## src/rtl/hazard_pkg.sv

```systemverilog
// Shared definitions for the hazard unit: forwarding-mux select encodings
// and the multiply/divide scoreboard state type.
package hazard_pkg;

  localparam logic [1:0] FWD_REGFILE   = 2'b00;
  localparam logic [1:0] FWD_WRITEBACK = 2'b01;
  localparam logic [1:0] FWD_MEMORY    = 2'b10;

  typedef enum logic {MD_IDLE, MD_BUSY} md_state_t;

  // Memory-stage result is newer than writeback, so it wins when both match.
  function automatic logic [1:0] fwd_select(input logic memory_hit, input logic writeback_hit);
    if (memory_hit)
      return FWD_MEMORY;
    else if (writeback_hit)
      return FWD_WRITEBACK;
    else
      return FWD_REGFILE;
  endfunction

endpackage

```

## src/rtl/muldiv_scoreboard.sv

```systemverilog
// Tracks occupancy of the multi-cycle multiply/divide unit with a down-counter.
// Busy is registered so it lines up with the counter value held that cycle.
module muldiv_scoreboard
  import hazard_pkg::*;
#(
  parameter int MULT_LATENCY = 4,
  parameter int DIV_LATENCY  = 32
) (
  input  logic clk,
  input  logic reset_n,
  input  logic start,
  input  logic is_div,
  output logic busy
);

  localparam int MAX_LATENCY = (DIV_LATENCY > MULT_LATENCY) ? DIV_LATENCY : MULT_LATENCY;
  localparam int CNT_W       = $clog2(MAX_LATENCY + 1);
  localparam logic [CNT_W-1:0] MULT_LOAD = CNT_W'(MULT_LATENCY);
  localparam logic [CNT_W-1:0] DIV_LOAD  = CNT_W'(DIV_LATENCY);

  md_state_t        state, next_state;
  logic [CNT_W-1:0] count, next_count;

  always_ff @(posedge clk) begin
    if (!reset_n) begin
      state <= MD_IDLE;
      count <= '0;
      busy  <= 1'b0;
    end else begin
      state <= next_state;
      count <= next_count;
      busy  <= (next_count != '0);
    end
  end

  // A start while busy should be prevented upstream; if it happens it reloads.
  always_comb begin
    next_state = state;
    next_count = count;
    case (state)
      MD_IDLE: begin
        if (start) begin
          next_count = is_div ? DIV_LOAD : MULT_LOAD;
          next_state = MD_BUSY;
        end
      end
      MD_BUSY: begin
        if (start) begin
          next_count = is_div ? DIV_LOAD : MULT_LOAD;
        end else begin
          next_count = count - CNT_W'(1);
          if (next_count == '0)
            next_state = MD_IDLE;
        end
      end
      default: begin
        next_state = MD_IDLE;
        next_count = '0;
      end
    endcase
  end

endmodule

```

## src/rtl/hazard_scoreboard_unit.sv

```systemverilog
// Pipeline hazard unit: forwarding selects, load-use/branch/muldiv interlocks,
// memory-wait freeze and a saturating count of decode-stall cycles.
module hazard_scoreboard_unit
  import hazard_pkg::*;
#(
  parameter int REG_ADDR_W   = 5,
  parameter int MULT_LATENCY = 4,
  parameter int DIV_LATENCY  = 32,
  parameter int COUNT_W      = 32
) (
  input  logic                  clk,
  input  logic                  reset_n,
  input  logic                  branch_decode,
  input  logic                  use_rs_decode,
  input  logic                  use_rt_decode,
  input  logic [REG_ADDR_W-1:0] Rs_decode,
  input  logic [REG_ADDR_W-1:0] Rt_decode,
  input  logic [REG_ADDR_W-1:0] Rs_execute,
  input  logic [REG_ADDR_W-1:0] Rt_execute,
  input  logic [REG_ADDR_W-1:0] write_register_execute,
  input  logic [REG_ADDR_W-1:0] write_register_memory,
  input  logic [REG_ADDR_W-1:0] write_register_writeback,
  input  logic                  register_write_execute,
  input  logic                  register_write_memory,
  input  logic                  register_write_writeback,
  input  logic                  memory_to_register_execute,
  input  logic                  memory_to_register_memory,
  input  logic                  muldiv_start_execute,
  input  logic                  muldiv_is_div_execute,
  input  logic                  muldiv_decode,
  input  logic                  hilo_access_decode,
  input  logic                  redirect_flush,
  input  logic                  memory_wait,
  output logic                  stall_fetch,
  output logic                  stall_decode,
  output logic                  stall_execute,
  output logic                  stall_memory,
  output logic                  flush_execute_register,
  output logic                  forward_register_file_output_1_decode,
  output logic                  forward_register_file_output_2_decode,
  output logic [1:0]            forward_register_file_output_1_execute,
  output logic [1:0]            forward_register_file_output_2_execute,
  output logic                  muldiv_busy,
  output logic [COUNT_W-1:0]    stall_cycle_count
);

  logic rs_mem_hit, rs_wb_hit, rt_mem_hit, rt_wb_hit;
  logic rs_dec_mem_hit, rt_dec_mem_hit;
  logic lwstall, branchstall, muldivstall, hazard_stall;
  logic rs_exe_dest_hit, rt_exe_dest_hit, rs_mem_load_hit, rt_mem_load_hit;

  muldiv_scoreboard #(
    .MULT_LATENCY(MULT_LATENCY),
    .DIV_LATENCY (DIV_LATENCY)
  ) u_muldiv_scoreboard (
    .clk    (clk),
    .reset_n(reset_n),
    .start  (muldiv_start_execute),
    .is_div (muldiv_is_div_execute),
    .busy   (muldiv_busy)
  );

  // Register $0 is hardwired to zero, so it never forwards or interlocks.
  always_comb begin
    rs_mem_hit     = (Rs_execute != '0) && (Rs_execute == write_register_memory)    && register_write_memory;
    rs_wb_hit      = (Rs_execute != '0) && (Rs_execute == write_register_writeback) && register_write_writeback;
    rt_mem_hit     = (Rt_execute != '0) && (Rt_execute == write_register_memory)    && register_write_memory;
    rt_wb_hit      = (Rt_execute != '0) && (Rt_execute == write_register_writeback) && register_write_writeback;
    rs_dec_mem_hit = (Rs_decode != '0)  && (Rs_decode == write_register_memory)     && register_write_memory;
    rt_dec_mem_hit = (Rt_decode != '0)  && (Rt_decode == write_register_memory)     && register_write_memory;

    lwstall = memory_to_register_execute && (Rt_execute != '0) &&
              ((use_rs_decode && (Rs_decode == Rt_execute)) ||
               (use_rt_decode && (Rt_decode == Rt_execute)));

    rs_exe_dest_hit = use_rs_decode && (Rs_decode == write_register_execute);
    rt_exe_dest_hit = use_rt_decode && (Rt_decode == write_register_execute);
    rs_mem_load_hit = use_rs_decode && (Rs_decode == write_register_memory);
    rt_mem_load_hit = use_rt_decode && (Rt_decode == write_register_memory);

    branchstall = branch_decode &&
                  ((register_write_execute && (write_register_execute != '0) &&
                    (rs_exe_dest_hit || rt_exe_dest_hit)) ||
                   (memory_to_register_memory && (write_register_memory != '0) &&
                    (rs_mem_load_hit || rt_mem_load_hit)));

    muldivstall  = (muldiv_decode || hilo_access_decode) && (muldiv_busy || muldiv_start_execute);
    hazard_stall = lwstall || branchstall || muldivstall;
  end

  // Memory wait freezes every stage and suppresses the bubble/redirect flush.
  always_comb begin
    stall_fetch                            = 1'b0;
    stall_decode                           = 1'b0;
    stall_execute                          = 1'b0;
    stall_memory                           = 1'b0;
    flush_execute_register                 = 1'b1;
    forward_register_file_output_1_decode  = 1'b0;
    forward_register_file_output_2_decode  = 1'b0;
    forward_register_file_output_1_execute = FWD_REGFILE;
    forward_register_file_output_2_execute = FWD_REGFILE;
    if (reset_n) begin
      forward_register_file_output_1_decode  = rs_dec_mem_hit;
      forward_register_file_output_2_decode  = rt_dec_mem_hit;
      forward_register_file_output_1_execute = fwd_select(rs_mem_hit, rs_wb_hit);
      forward_register_file_output_2_execute = fwd_select(rt_mem_hit, rt_wb_hit);
      if (memory_wait) begin
        stall_fetch            = 1'b1;
        stall_decode           = 1'b1;
        stall_execute          = 1'b1;
        stall_memory           = 1'b1;
        flush_execute_register = 1'b0;
      end else begin
        stall_fetch            = hazard_stall;
        stall_decode           = hazard_stall;
        flush_execute_register = hazard_stall || redirect_flush;
      end
    end
  end

  always_ff @(posedge clk) begin
    if (!reset_n)
      stall_cycle_count <= '0;
    else if (stall_decode && (stall_cycle_count != '1))
      stall_cycle_count <= stall_cycle_count + COUNT_W'(1);
  end

endmodule

```

## config.mk

```make
export PLATFORM = sky130hd
export DESIGN_NAME = hazard_scoreboard_unit
export DESIGN_NICKNAME = d
export VERILOG_FILES = /design/src/rtl/hazard_pkg.sv /design/src/rtl/muldiv_scoreboard.sv /design/src/rtl/hazard_scoreboard_unit.sv
export SDC_FILE = /design/constraint.sdc
export NUM_CORES = 1
export LEC_CHECK = 0
export BUFFER_PORTS_ARGS = -buffer_cell sky130_fd_sc_hd__buf_2
export CORE_UTILIZATION = 51
export DETAILED_ROUTE_END_ITERATION = 12
export GPL_TIMING_DRIVEN = 0
export PLACE_DENSITY = 0.8
export SLEW_MARGIN = 20
export SYNTH_ARGS = -nofsm -noshare
export SYNTH_HDL_FRONTEND = slang
export SYNTH_SLANG_ARGS = --single-unit
```

## constraint.sdc

```tcl
create_clock -name clk -period 3.9 [get_ports clk]
set_clock_uncertainty 0.2 [all_clocks]
set_input_delay 0.78 -clock clk [delete_from_list [all_inputs] [get_ports clk]]
set_output_delay 0.78 -clock clk [all_outputs]
set_load 0.03 [all_outputs]
```

# ---- After elaboration in Yosys (flattened, before gate mapping)
# Index checks and enable logic that the tools add are counted.
# W data, S select, Z words.
dict set report totals {
  reg_bits 40
  inputBits 51
  output_inout_bits 44
}
dict set report classes {
  n_addsub 2
  n_eq_ne 11
  muxes 22
  n_bitwise 1
  reduce_logical 44
}
# op count
set op_table {}
lappend op_table {{$eq A5 B5 Y1} 10}
lappend op_table {{$add A32 B1 Y32 const B} 1}
lappend op_table {{$ne A32 B32 Y1 const B} 1}
lappend op_table {{$reduce_bool A5 Y1} 6}
lappend op_table {{$logic_and A1 B1 Y1} 27}
lappend op_table {{$mux W6} 3}
lappend op_table {{$mux W1} 13}
lappend op_table {{$pmux W6 S2} 1}
lappend op_table {{$logic_or A1 B1 Y1} 9}
lappend op_table {{$mux W2} 4}
lappend op_table {{$logic_not A6 Y1} 1}
lappend op_table {{$reduce_bool A6 Y1} 1}
lappend op_table {{$sub A6 B1 Y6 const B} 1}
lappend op_table {{$pmux W1 S2} 1}
lappend op_table {{$not A1 Y1} 1}

# ---- Depth between registers and ports, before layout
# Gate-level depths: netlist of run 1.
dict set report depth {
  ltp_word 11
  mapped_depth 11
  ltp_nobuf 8
}

# ---- Modules after synthesis
# A second synthesis of run 1 with hierarchy kept.
dict set report hier_totals {
  hier_cells 371
  area_unflattened_um2 3057.9
}
# mod n_inst cells_each area_per_inst_um2
set by_module_without_submodules {}
lappend by_module_without_submodules {hazard_scoreboard_unit 1 321 2582.5}
lappend by_module_without_submodules {muldiv_scoreboard 1 50 475.5}

# ---- Worst setup path before layout of run 1
# OpenSTA, ideal clock, no wires.
dict set report synth_path {
  kind {input port to output port}
  start {in write_register_memory[4]}
  end {out stall_fetch}
  t_arrival_ns 2.855
  path_slack_ns 0.065
  cell_stages 11
  n_path_buf 5
  cell_sequence {clkbuf_1 -> xor2_1 -> nor3_1 -> nand4_1 -> o211a_1 -> and4b_1 -> buf_6 -> buf_4 -> buf_2 -> nor2_1 -> buf_4}
}
dict set report synth_via {
  elab_chain_cells 10
}
# item line
set synth_lines {}
lappend synth_lines {{from (decl)} hazard_scoreboard_unit.sv:21} ;# input logic [REG_ADDR_W-1:0] write_register_memory,
lappend synth_lines {{$eq A5 B5 Y1 (on tied branches)} {hazard_scoreboard_unit.sv:78, hazard_scoreboard_unit.sv:79}}
lappend synth_lines {{$logic_and A1 B1 Y1 (on tied branches)} {hazard_scoreboard_unit.sv:78, hazard_scoreboard_unit.sv:79}}
lappend synth_lines {{$logic_or A1 B1 Y1} hazard_scoreboard_unit.sv:85} ;# (rs_mem_load_hit || rt_mem_load_hit)));
lappend synth_lines {{$logic_and A1 B1 Y1 (*)} hazard_scoreboard_unit.sv:84} ;# (memory_to_register_memory && (write_register_memory != '0) &&
lappend synth_lines {{$logic_or A1 B1 Y1 (*)} hazard_scoreboard_unit.sv:83} ;# (rs_exe_dest_hit || rt_exe_dest_hit)) ||
lappend synth_lines {{$logic_and A1 B1 Y1 (*)} hazard_scoreboard_unit.sv:81} ;# branchstall = branch_decode &&
lappend synth_lines {{$logic_or A1 B1 Y1 (*) (2 in a row)} hazard_scoreboard_unit.sv:88} ;# hazard_stall = lwstall || branchstall || muldivstall;
lappend synth_lines {{$mux W1 (*) (2 in a row)} n/a}
lappend synth_lines {{to (decl)} hazard_scoreboard_unit.sv:34} ;# output logic stall_fetch,
# Every way passes the cells marked *; elsewhere a longest branch is shown, timed or not.

# ---- Final worst setup path of run 1
dict set report layout_path {
  start {in write_register_memory[1]}
  end {out stall_fetch}
}
dict set report layout_via {
  elab_chain_cells 10
}
# item line
set layout_lines {}
lappend layout_lines {{$eq A5 B5 Y1 (on tied branches)} {hazard_scoreboard_unit.sv:78, hazard_scoreboard_unit.sv:79}}
lappend layout_lines {{$logic_and A1 B1 Y1 (on tied branches)} {hazard_scoreboard_unit.sv:78, hazard_scoreboard_unit.sv:79}}
lappend layout_lines {{$logic_or A1 B1 Y1} hazard_scoreboard_unit.sv:85}
lappend layout_lines {{$logic_and A1 B1 Y1 (*)} hazard_scoreboard_unit.sv:84}
lappend layout_lines {{$logic_or A1 B1 Y1 (*)} hazard_scoreboard_unit.sv:83}
lappend layout_lines {{$logic_and A1 B1 Y1 (*)} hazard_scoreboard_unit.sv:81}
lappend layout_lines {{$logic_or A1 B1 Y1 (*) (2 in a row)} hazard_scoreboard_unit.sv:88}
lappend layout_lines {{$mux W1 (*)} hazard_scoreboard_unit.sv:107} ;# if (memory_wait) begin
lappend layout_lines {{$mux W1 (*)} hazard_scoreboard_unit.sv:102} ;# if (reset_n) begin
# Marks and branches as above.

==> results of run 1 <==
synth_stat cells, types with 3 or more instances:
| library cell | n | area (um^2) |
|---|---|---|
| o211ai_1 | 3 | 22.5 |
| nand3_1 | 12 | 60.1 |
| a21oi_1 | 25 | 125 |
| nand2b_1 | 10 | 62.6 |
| nor3_1 | 6 | 30.0 |
| ha_1 | 3 | 37.5 |
| and2_1 | 8 | 50.1 |
| o21ai_0 | 20 | 100 |
| or3_1 | 17 | 106 |
| or4_1 | 11 | 82.6 |
| xnor2_1 | 33 | 289 |
| dfxtp_1 | 40 | 801 |
| nor2_1 | 18 | 67.6 |
| and4_1 | 4 | 35.0 |
| buf_2 | 6 | 30.0 |
| nand4_1 | 18 | 113 |
| mux2i_1 | 6 | 60.1 |
| and3_1 | 3 | 18.8 |
| clkbuf_1 | 16 | 60.1 |
| o31ai_1 | 6 | 45.0 |
| or2_2 | 3 | 18.8 |
| o41ai_1 | 3 | 26.3 |
| nor4_1 | 12 | 75.1 |
| buf_4 | 3 | 22.5 |
| inv_1 | 3 | 11.3 |
| nand2_1 | 25 | 93.8 |
| xor2_1 | 23 | 201 |
cells by family (layout without fill, tap and decap cells):
family | Yosys count | in the layout | synth area share (%)
mux | 6 | 6 | 2.07
flops | 40 | 40 | 27.6
compound gates | 68 | 68 | 14.2
xor+xnor | 56 | 56 | 16.9
buf+inv | 33 | 123 | 5.43
fa+ha+maj | 3 | 3 | 1.29
simple gates | 161 | 161 | 32.5
worst register-to-register path, delay by kind of cell (launching register included):
family / cells / cell delay, ns
flip-flops: 1 / 0.42
buffers and inverters: 2 / 0.59
AO/OA/AOI/OAI: 2 / 0.25
AND/OR/NAND/NOR: 4 / 1.26
per-stage QoR:
step | utilization [%] | power (uW) | worst slack, ns
global placement | 62.0 | 650 | -0.114
finish | 63.3 | 930 | 0.148
CTS | 63.5 | 937 | 0.0157
floorplan | - | 582 | 0.0645
global route | 63.3 | 980 | 0.0182
detailed placement | 62.0 | 656 | -0.145
power by group through the flow:
stage                     Sequential, uW  Combinational [uW]  Clock [uW]
after global placement               435                 215           0
after detailed placement             436                 220           0
final                                426                 219         285
after floorplan                      444                 138           0
after CTS                            426                 220         290
after global routing                 428                 241         312
layer usage:
layer	routed length [um]	global-route usage [%]	vias up
met3	470	6.12	19
li1	-	-	1514
met1	3340	32.0	1427
met4	165	11.3	0
met5	0	0	-
met2	3820	43.9	110
layout make-up:
cell class	count	area (um^2)	share of cell area [%]
Buffer	27	130	3.73
Timing Repair Buffer	84	420	12.1
Inverter	4	15.0	0.430
Multi-Input combinational cell	294	1940	55.7
Clock inverter	3	18.8	0.538
Clock buffer	5	68.8	1.97
Tap cell	72	90.1	2.58
Sequential cell	40	801	23.0
registers in the layout, summed over array words and instances (netlist names):
signal                     cells
u_muldiv_scoreboard.busy       1
u_muldiv_scoreboard.count      6
stall_cycle_count             32
u_muldiv_scoreboard.state      1
what timing repair did:
item,in CTS,in global routing
gates resized for setup,0,0
endpoints found under the setup margin,2,2
hold buffers,0,0
pin swaps,0,0
gates cloned,0,0
final timing paths:
path | endpoint | slack (ns)
setup / recovery | stall_fetch | 0.15
hold / removal | stall_cycle_count[27] | 0.30
setup reg to reg | stall_cycle_count[13] | 1.06
hold reg to reg | stall_cycle_count[27] | 0.30
==> results.txt, run 1 <==
CTS Buffer Depth -> 2
Hold WS -> 0.301 ns
count of final max-slew check failures -> 0
clk slew on worst S/H paths -> 0.09 ns
Pleak -> 0.00135 uW
number of cells on the worst hold path -> 2
Hold Vio Cnt, Final -> 0
initial antenna violation count -> 0
RSZ-0062 raised after global routing -> false
post-DP HPWL -> 5.97 mm
GP Congestion -> 0.855
crit-path cells -> clkbuf_1 -> or3_1 -> o311a_1 -> nand4_1 -> o211a_1 -> and4b_1 -> buf_6 -> nor2_1 -> buf_4 -> buf_2
drt total wl -> 7.80 mm
vias in the first global route -> 2,801
min Tclk post-route -> 3.75 ns
Total GRT Usage -> 26.3%
WL/cell -> 14.7 um
relative slew slack -> 62.7%
Initial DRC Count -> 221
CORE AREA -> 5510 um^2
Seq/Total Area, Yosys -> 27.6%
Clk Latency, worst-skew pair -> 0.31 ns
crit share post-route -> 96.2%
Critical path origin -> write_register_memory[1]
Design Area, Final -> 3490 um^2
nets -> 510
Synth cell types -> 51
Initial DRT Pass Iterations -> 4
Die Width -> 77.4 um
P_sw -> 299 uW
worst path required time -> 2.92 ns
HP Class -> reg -> reg
Ys Warns -> 0
Area growth syn-to-layout -> 20.2%
sw frac -> 32.1%
CTS tree -> yes
Syn Nets -> 421
slowest CP cell -> or3_1
EDFF count, synth -> 0
buffer count from post-CTS setup fixing -> 0
CP Capture Type -> primary output
Post-Layout Cell Count -> 529
sequential power share -> 45.9%
VDD IR max -> 0.161 mV
top-level port count -> 95
Num CTS Buffers -> 5
n_diodes -> 0
GRT Residual Overflow -> 0
area post-placement -> 3410 um^2
vias per inst -> 5.80
Combinational Power Share -> 23.5%
pwr/cell area -> 267 nW/um^2
Synth Cell Area -> 2900 um^2
worst r2r path cells -> 8
CP Class -> in -> out
fillers -> 519
largest fanout on the critical path -> 23
CP Depth -> 10
Max Fclk -> 266 MHz
dpl cells -> 523
cell family with most CP delay -> simple AND/OR/NAND/NOR gates
Post-synth ARST share -> 0%
Bufs and invs on worst path -> 4
Row Count -> 27
first-pass GRT wire length -> 12.9 mm
total vias in the final route -> 3,070
status -> completed
largest net degree at the start of global routing -> 20
Synth Area per Inst -> 7.91 um^2
IO buf count -> 84
RR Startpoint -> stall_cycle_count[3]
layout cell share with drive strength beyond 1 -> 24.1%
DRC -> 0
Post-Syn Instances -> 367
most common cell after layout, fill and taps aside -> buf_2
Finish-stage setup viols -> 0
Die H -> 77.4 um
max-cap viol count -> 0
Internal -> 631 uW
ys flop type -> dfxtp_1
clk sinks -> 40
Largest stage delay, worst path -> 0.39 ns
most frequent cells in the layout -> buf_2, dfxtp_1, xnor2_1
FF+latch count, synth -> 40
Root Driver -> clkbuf_8
startpoint types -> input pin
Clock power frac -> 30.6%
remaining antenna violation count after routing -> 0
Setup TNS -> 0 ns
HP Start -> stall_cycle_count[27]
Starting Density -> 52.7%
H-tree lvl count -> 2
die area -> 6000 um^2
worst slew pin tran -> 0.556 ns
crit path DAT -> 2.77 ns
Power figures use the tool's default switching activity.
==> inputs of run 2 (changes only) <==
- CORE_UTILIZATION: 51 -> 55
- PLACE_DENSITY: 0.8 -> 0.86
- clock period: 3.9 -> 4.5 ns (I/O delays scaled with it)
==> run 2 against run 1 <==
Net effect:
- global-route usage up 0.82 points
- non-clock buffer count up 2
- sequential cell count did not move
- sequential power down 13%
- combinational power fell by 12%
- via count is 2.1% higher
- largest power group unchanged
- power decreased by 14%
- first-iteration DRC count shrank 5.0%
- die area shrank 7.1%
- cell count fell by 0.19%
- critical path depth grew 2
- clock power decreased by 18%
==> results.txt, run 2 (synthesis gave the netlist of run 1 again) <==
CP Capture Type -> primary output
Die H -> 74.7 um (-3.6%)
most common cell after layout, fill and taps aside -> buf_2
crit-path cells -> clkbuf_1 -> or3_1 -> o311a_1 -> nand4_1 -> o211a_1 -> and4b_1 -> buf_6 -> buf_4 -> buf_2 -> nor2_1 -> buf_4 -> buf_2
reg2reg end -> stall_cycle_count[13]
setup slack, reg-to-reg -> 1.63 ns (+0.57 ns)
post-DP HPWL -> 5.79 mm (-2.9%)
Clk Latency, worst-skew pair -> 0.30 ns (about the same)
die area -> 5570 um^2 (-7.1%)
area post-placement -> 3410 um^2 (about the same)
cts hold-fix bufs -> 0 (unchanged)
Row Count -> 26 (-3.7%)
most frequent cells in the layout -> buf_2, dfxtp_1, xnor2_1
Largest stage delay, worst path -> 0.39 ns (about the same)
relative slew slack -> 64.4% (+1.7 points)
Hold Vio Cnt, Final -> 0 (unchanged)
slowest CP cell -> or3_1
Max Fclk -> 232 MHz
GRT Residual Overflow -> 0 (unchanged)
RR Startpoint -> stall_cycle_count[3]
min Tclk post-route -> 4.30 ns
Initial DRT Pass Iterations -> 5 (+1)
worst r2r path cells -> 8 (unchanged)
CTS tree -> yes
largest fanout on the critical path -> 10 (-57%)
vias in the first global route -> 2,673 (-4.6%)
Largest regs -> stall_cycle_count: 32 flops, u_muldiv_scoreboard.count: 6 flops
IO buf count -> 84 (unchanged)
remaining antenna violation count after routing -> 0 (unchanged)
crit path DAT -> 3.20 ns (+0.43 ns)
top-level port count -> 95 (unchanged)
worst path required time -> 3.40 ns (+0.48 ns)
Initial DRC Count -> 210 (-5.0%)
clk slew on worst S/H paths -> 0.08 ns (about the same)
nets -> 512 (+0.39%)
crit share post-route -> 95.6%
total vias in the final route -> 3,134 (+2.1%)
worst slew pin tran -> 0.534 ns (-0.0220 ns)
drt total wl -> 7.71 mm (-1.1%)
number of cells on the worst hold path -> 2 (unchanged)
number of flip-flops in the largest register -> 32 (unchanged)
# resized after CTS -> 0 (unchanged)
pwr/cell area -> 228 nW/um^2 (-14%)
Finish-stage setup viols -> 0 (unchanged)
WL/cell -> 14.6 um (-0.90%)
Starting Density -> 56.8% (+4.1 points)
Setup TNS -> 0 ns (unchanged)
Design Area, Final -> 3490 um^2 (+0.11%)
Root Driver -> clkbuf_8
buffer count from post-CTS setup fixing -> 0 (unchanged)
max-cap viol count -> 0 (unchanged)
CORE AREA -> 5110 um^2 (-7.2%)
layout cell share with drive strength beyond 1 -> 24.2% (+0.17 points)
Area growth syn-to-layout -> 20.3%
GP Congestion -> 0.903 (+5.6%)
DRC -> 0 (unchanged)
vias per inst -> 5.94 (+2.3%)
count of final max-slew check failures -> 0 (unchanged)
area of the multi-input gates -> 1940 um^2 (unchanged)
Die Width -> 74.7 um (-3.6%)
clk sinks -> 40 (unchanged)
CTS Buffer Depth -> 2 (unchanged)
HP Class -> reg -> reg
Reg with most FFs -> stall_cycle_count
VDD IR max -> 0.191 mV (+19%)
largest net degree at the start of global routing -> 13 (-35%)
status -> completed
RSZ-0062 raised after global routing -> false
n_diodes -> 0 (unchanged)
startpoint types -> input pin
H-tree lvl count -> 2 (unchanged)
Sequential cell area -> 801 um^2 (unchanged)
worst setup path end -> stall_fetch
Num CTS Buffers -> 5 (unchanged)
Pleak -> 0.00135 uW (+0.16%)
Critical path origin -> write_register_memory[1]
Total GRT Usage -> 27.1% (+0.82 points)
CP Class -> in -> out
first-pass GRT wire length -> 11.8 mm (-8.6%)
fillers -> 429 (-17%)
initial antenna violation count -> 0 (unchanged)
## run 2: cell count changes in the layout (fill, tap and decap cells not counted)
| cell | previous run | this run |
|---|---|---|
| buf_4 | 2 | 3 |
| clkinvlp_4 | 0 | 1 |
| buf_2 | 89 | 90 |
| clkinv_4 | 1 | 0 |
| clkinv_2 | 2 | 1 |
## run 2: cell type report
class | instances | area share [%]
Multi-Input combinational cell | 294 | 55.7
Sequential cell | 40 | 22.9
Timing Repair Buffer | 84 | 12.0
Buffer | 29 | 4.08
Tap cell | 70 | 2.51
Clock buffer | 5 | 1.97
Inverter | 4 | 0.430
Clock inverter | 2 | 0.358
## run 2: power breakdown
part,leakage [uW],internal [uW],switching [uW]
Combinational,0.000987,78.1,114
Sequential,0.000324,362,7.63
Clock,0.0000400,105,130
Total,0.00135,545,251
## run 2: worst max-delay path, delay by kind of cell
kind                   cells  cell delay (ns)
AO/OA/AOI/OAI              2             0.50
buffers and inverters      6             1.00
AND/OR/NAND/NOR            4             0.80
## run 2: worst min-delay path by stage
stage                                       from                      endpoint  slack (ns)
CTS                         stall_cycle_count[5]          stall_cycle_count[5]        0.29
global placement            stall_cycle_count[9]          stall_cycle_count[9]        0.28
global route                stall_cycle_count[9]          stall_cycle_count[9]        0.31
detailed placement          stall_cycle_count[5]          stall_cycle_count[5]        0.28
floorplan           u_muldiv_scoreboard.count[1]  u_muldiv_scoreboard.count[1]        0.29
finish                      stall_cycle_count[5]          stall_cycle_count[5]        0.30
## run 2: per-layer routing
layer,part of all wire (%),up-vias,GRT usage (%)
met5,0,-,0
met4,1.3,0,8.81
met3,5.3,17,4.15
met2,49,119,48.5
met1,44,1474,33.1
li1,-,1524,-
## run 2: through the flow
stage	hold slack [ns]	util, %	cells	worst slack, ns	power, uW
2_1_floorplan	0.292	-	367	0.425	504
3_3_place_gp	0.277	66.8	521	0.258	562
3_5_place_dp	0.283	66.8	521	0.223	567
4_1_cts	0.294	68.4	528	0.219	796
5_1_grt	0.310	68.4	528	0.0920	831
6_report	0.299	68.4	528	0.199	797
